$ cat config.mk
export PLATFORM = sky130hd
export DESIGN_NAME = bus_demux_writeback
export DESIGN_NICKNAME = d
export VERILOG_FILES = /design/src/rtl/bus_demux_writeback.sv
export SDC_FILE = /design/constraint.sdc
export NUM_CORES = 1
export LEC_CHECK = 0
export CORE_MARGIN = 2
export CORE_UTILIZATION = 50
export CTS_CLUSTER_SIZE = 24
export DETAILED_ROUTE_END_ITERATION = 7
export DONT_BUFFER_PORTS = 1
export GPL_ROUTABILITY_DRIVEN = 0
export PLACE_DENSITY = 0.62
export REMOVE_ABC_BUFFERS = 1
export SLEW_MARGIN = 20
export SYNTH_ARGS = -nofsm -noshare
export SYNTH_HDL_FRONTEND = slang
export SYNTH_SLANG_ARGS = --single-unit
export TNS_END_PERCENT = 50
$ cat constraint.sdc
create_clock -name clock -period 3.1 [get_ports clock]
set_input_delay 0 -clock clock [delete_from_list [all_inputs] [get_ports clock]]
set_output_delay 0 -clock clock [all_outputs]
set_load 0.03 [all_outputs]
$ cat src/rtl/bus_demux_writeback.sv
// Write-back bus demultiplexer: routes accepted transfers to the program counter or the register file.
// After a PC load the input is held off (inReady low) for FLUSH_CYCLES cycles.
module bus_demux_writeback #(
   parameter logic [4:0]  PC_RESET     = 5'd0,
   parameter int unsigned FLUSH_CYCLES = 1
) (
   input  logic        clock,
   input  logic        reset,
   input  logic [15:0] dataIn,
   input  logic        select,
   input  logic [2:0]  destReg,
   input  logic        inValid,
   output logic        inReady,
   input  logic        step,
   output logic [4:0]  pc,
   output logic        pcLoaded,
   output logic        regWrEn,
   output logic [2:0]  regWrAddr,
   output logic [4:0]  regWrData,
   output logic        truncErr
);

   localparam int unsigned CNT_W = 2;
   localparam int unsigned PC_W  = 5;

   typedef enum logic {
      ST_ACCEPT = 1'b0,
      ST_FLUSH  = 1'b1
   } state_t;

   state_t             state, state_nxt;
   logic [CNT_W-1:0]   cnt, cnt_nxt;
   logic               accept;
   logic               pc_load;
   logic               reg_load;

   assign inReady  = (state == ST_ACCEPT) && !reset;
   assign accept   = inValid && inReady;
   assign pc_load  = accept && !select;
   assign reg_load = accept && select;

   // State and flush counter registers
   always_ff @(posedge clock) begin
      if (reset) begin
         state <= ST_ACCEPT;
         cnt   <= '0;
      end else begin
         state <= state_nxt;
         cnt   <= cnt_nxt;
      end
   end

   // Next-state: a PC load starts a flush; leave FLUSH the cycle after the counter hits 1
   always_comb begin
      state_nxt = state;
      cnt_nxt   = cnt;
      case (state)
         ST_ACCEPT: begin
            if (pc_load) begin
               state_nxt = ST_FLUSH;
               cnt_nxt   = CNT_W'(FLUSH_CYCLES);
            end
         end
         ST_FLUSH: begin
            if (cnt <= CNT_W'(1)) begin
               state_nxt = ST_ACCEPT;
               cnt_nxt   = '0;
            end else begin
               cnt_nxt = cnt - CNT_W'(1);
            end
         end
         default: begin
            state_nxt = ST_ACCEPT;
            cnt_nxt   = '0;
         end
      endcase
   end

   // Registered outputs; a load beats a same-cycle step
   always_ff @(posedge clock) begin
      if (reset) begin
         pc        <= PC_RESET;
         pcLoaded  <= 1'b0;
         regWrEn   <= 1'b0;
         regWrAddr <= '0;
         regWrData <= '0;
         truncErr  <= 1'b0;
      end else begin
         pcLoaded <= pc_load;
         regWrEn  <= reg_load;
         if (pc_load) begin
            pc <= dataIn[PC_W-1:0];
         end else if (step) begin
            pc <= pc + PC_W'(1);
         end
         if (reg_load) begin
            regWrAddr <= destReg;
            regWrData <= dataIn[PC_W-1:0];
         end
         if (accept && (dataIn[15:PC_W] != '0)) begin
            truncErr <= 1'b1;
         end
      end
   end

endmodule

* Yosys cells after proc, flatten, opt, wreduce, memory -nomap -nowiden
Cells that the tools add are included.
** Word-level totals
- Input bits :: 24
- Bits in registers :: 19
- Output and inout bits :: 17
** Operators by class
- Reductions and logical operators :: 9
- Magnitude comparators :: 1
- Bitwise operators :: 1
- Add/subtract/negate cells :: 2
- Multiplexer cells :: 8
- Equal/unequal tests :: 1
** Operators with widths (number)
- nonzero test 11 bit :: 1
- two-way mux 5 bit :: 2
- adder 5 x 1 -> 5 bit (second input constant) :: 1
- logical AND 1 bit :: 5
- two-way mux 2 bit :: 2
- case mux 2 bit (2 select lines) :: 1
- less-or-equal comparator 2 x 1 -> 1 bit (second input constant) :: 1
- zero test 1 bit :: 2
- two-way mux 1 bit :: 2
- inequality test 2 bit (second input constant) :: 1
- case mux 1 bit (2 select lines) :: 1
- nonzero test 2 bit :: 1
- subtractor 2 x 1 -> 2 bit (second input constant) :: 1
- inverter 1 bit :: 1

* Logic depth before layout (Yosys ltp)
- Depth after elaboration :: 6
- Gate-level depth with buffers :: 5

* Worst setup path after synthesis
Ideal clock, no wire load.
- Kind :: register to register
- Start :: reg state
- End :: reg pc[2]
- Library setup time :: 133 ps
- Required time :: 2967 ps
- Cell stages (with the launch flop) :: 5
- Data arrival time :: 1123 ps
- Slack :: 1844 ps
- Path buffers :: 1
- Cell sequence :: dfxtp_1 > or4b_4 > buf_6 > nor2_1 > a211oi_2
** Between the ends
- Longest elaborated chain between the ends :: 5
** Ends and longest elaborated chain
- start: declaration :: RTL line 31 : state_t state, state_nxt;
- start signal: assignment :: RTL line 48 : state <= state_nxt;
- inverter 1 bit (*)
- logical AND 1 bit (*) :: RTL line 37 : assign inReady = (state == ST_ACCEPT) && !reset;
- logical AND 1 bit (*) :: RTL line 38 : assign accept = inValid && inReady;
- logical AND 1 bit (*) :: RTL line 39 : assign pc_load = accept && !select;
- two-way mux 5 bit or nonzero test 2 bit (tied branches)
- end signal: assignment :: RTL line 92 : pc <= dataIn[PC_W-1:0];
- end signal: assignment :: RTL line 94 : pc <= pc + PC_W'(1);
- end: declaration :: RTL line 15 : output logic [4:0] pc,
Mark *: on every way between the ends. The rest lies on a longest branch, timed or not.
A chain may end at the register's enable or synchronous reset.

* Worst setup path in the final report
- Start :: in reset
- End :: reg pc[0]
** Between the ends
- Longest elaborated chain between the ends :: 5
** Ends and longest elaborated chain
- start: declaration :: RTL line 8 : input logic reset,
- zero test 1 bit :: RTL line 37
- logical AND 1 bit :: RTL line 37
- logical AND 1 bit :: RTL line 38
- logical AND 1 bit :: RTL line 39
- two-way mux 5 bit or nonzero test 2 bit (tied branches)
Parallel ways exist; a longest one is shown, timed or not.

==> impl_metrics.tcl <==
set metrics [dict create \
    power_density_nw_per_um2 496 \
    synth_area_um2 768 \
    max-cap-violations 0 \
    yosys.area_share.simple_pct 14.5 \
    muxShareOfSynthArea_pct 11.7 \
    drt_iter0_drc 9 \
    path_common_cell "dlygate4sd3_1" \
    yosys.area.top_type_share_pct 49.5 \
    cp_top_family "buffers and inverters" \
    cts_sinks 19 \
    initial_utilization_pct 52.2 \
    ys_seq_area_share_pct 49.5 \
    slew_viol_final 0 \
    fin_nets 115 \
    numCtsBuffers 3 \
    cts_root_buf "clkbuf_4" \
    clkTransAtPathRegs_ns 0.10 \
    relSlewSlack_pct 53.2 \
    setup_viol 0 \
    final.setup.tns_ns 0 \
    ant_nets 0 \
    synth_area_leaders "dfxtp_1, mux2i_1, nor2_1, a211oi_2, xor2_1" \
    via_count 606 \
    cts_setup_buffers 0 \
    place_ws_ns 1.76 \
    grt_max_degree 17 \
    synth_cell_type_count 24 \
    clk_latency_ns 0.29 \
    synth_fa_ha_area_share_pct 1.63 \
    io_pins 41 \
    status "completed" \
    hold_path.class "in2reg" \
    io_buffer_count 0 \
    die_height_um 43.2 \
    layout_commonest_cell "dfxtp_1" \
    max_freq_ghz 0.476 \
    gr-total-overflow 0 \
    crit_arrival_ns 2.28 \
    slowest_delay_ns 0.78 \
    die-area_um2 1870 \
    static-leakage-power_nw 0.354 \
    drc_errors 0 \
    grt_setup_unrepaired "false" \
    rows 14 \
    finalCritPeriodShare_pct 67.8 \
    crit_buf_inv 2 \
    fin_ws_ns 1.00 \
    hpwl_um 992 \
    cts-htree-levels 1 \
    cts_max_path_buffers 2 \
    grt_pass1_wl_um 2370 \
    yosys_warnings 0 \
    synth_top_area_cell "dfxtp_1" \
    track_usage_pct 16.9 \
    drt-total-wl_um 1480 \
    core_area_um2 1470 \
    cts_tree "built" \
    drtPass1Iterations 4 \
    antenna_found_initial 0 \
    layout_common_cells "dfxtp_1, dlygate4sd3_1, nor2_1" \
    fin_crit_ns 2.10 \
    area_delta_synth_final_pct 22.0 \
    skew_ns 0.00448 \
    path_max_fanout 16 \
    cp.required_ns 3.28 \
    ctsHoldBuffers 14 \
    synthXorXnorAreaFrac_pct 4.56 \
    postSynthAreaPerCell_um2 10.4 \
    wl_per_cell_um 14.1 \
    path_class "in2reg" \
    diodes 0 \
    hold_viol_final 0 \
    synth_compound_area_share_pct 12.5 \
    endpoint_kind "flip-flop" \
    via_per_inst 5.77 \
    synth_top_family_by_area "simple AND/OR/NAND/NOR gates" \
    crit_chain "dlygate4sd3_1 -> or4b_4 -> nor2_1 -> a211oi_2 -> dlygate4sd3_1" \
    tightest_slew_ns 0.699 \
    cts_resized 0 \
    ys_seq_elements 19 \
    critPathLaunchType "primary input" \
    power.total_w 0.000465 \
    drive_above_1_share_pct 10.1 \
    crit_slowest_cell "dlygate4sd3_1" \
    first_global_vias 573 \
    ir_drop_v 0.000330 \
    synthCells 74 \
    die_x_um 43.2 \
]
-- cell families (layout without fill, tap and decap cells) --
kind of cell	Yosys count	count (layout)
AND/OR/NAND/NOR	22	22
flip-flops	19	19
AO/OA/AOI/OAI	12	12
multiplexers	9	9
buffers and inverters	7	22
XOR/XNOR	4	4
adder cells (fa/ha/maj)	1	1
-- registers in the layout, summed over array words and instances (netlist names) --
register / cells
cnt: 2
pc: 5
pcLoaded: 1
regWrAddr: 3
regWrData: 5
regWrEn: 1
state: 1
truncErr: 1
-- path summary, 6_finish.rpt --
kind	startpoint	endpoint	slack [ns]	depth (start not counted)
min	step	pc[1]$_SDFFE_PP0P_	0.005	2
max	reset	pc[0]$_SDFFE_PP0P_	1.0	5
min reg2reg	cnt[0]$_SDFFE_PP0P_	cnt[0]$_SDFFE_PP0P_	0.48	1
max reg2reg	pc[0]$_SDFFE_PP0P_	pc[2]$_SDFFE_PP0P_	1.23	5
-- worst register-to-register path, stage by stage, from the launching register on --
cell and delay (ns):
dfxtp_1 0.59, ha_1 0.24, nand2_1 0.07, xor2_1 0.15, a211oi_2 0.22, dlygate4sd3_1 0.56
-- Yosys cell counts (all sizes together) --
cell and n:
a211oi 3, a21oi 3, a32o 1, buf 3
clkbuf 1, dfxtp 19, ha 1, inv 3
mux2i 9, nand2 2, nand3 1, nand4 2
nor2 12, nor3 1, nor4 2, nor4bb 1
o2111a 1, o21ai 3, o31ai 1, or4b 1
xnor2 1, xor2 3
-- stage by stage --
step                instance area, um^2  hold WS [ns]  utilization [%]  cells
floorplan                           737        0.0646                -     70
global placement                    771        0.0674             52.4     87
detailed placement                  771        0.0682             52.4     87
CTS                                 937      0.000489             63.7    105
global route                        937        0.0169             63.7    105
finish                              937       0.00513             63.7    105
-- routing by layer --
layer,GRT usage [%],vias to the layer above,part of all wire (%)
met2,30.4,32,49
met5,0,-,0
met4,5.45,0,1.5
li1,-,292,-
met3,4.26,4,7.6
met1,19.0,278,42
-- area by class of cell --
class / count / area, um^2
clock buffer: 4 / 26.3
timing repair buffer: 15 / 148
multi-input combinational: 48 / 352
inverter: 3 / 11.3
tap: 16 / 20.0
sequential: 19 / 380
fill: 134 / 534
-- power by group --
group	switching, W	total [W]	internal (W)	leakage (nW)
clock	0.0000717	0.000122	0.0000500	0.0150
sequential	0.0000323	0.000289	0.000256	0.155
combinational	0.0000235	0.0000548	0.0000313	0.183
total	0.000127	0.000465	0.000338	0.354
(Power assumes the default switching activity.)
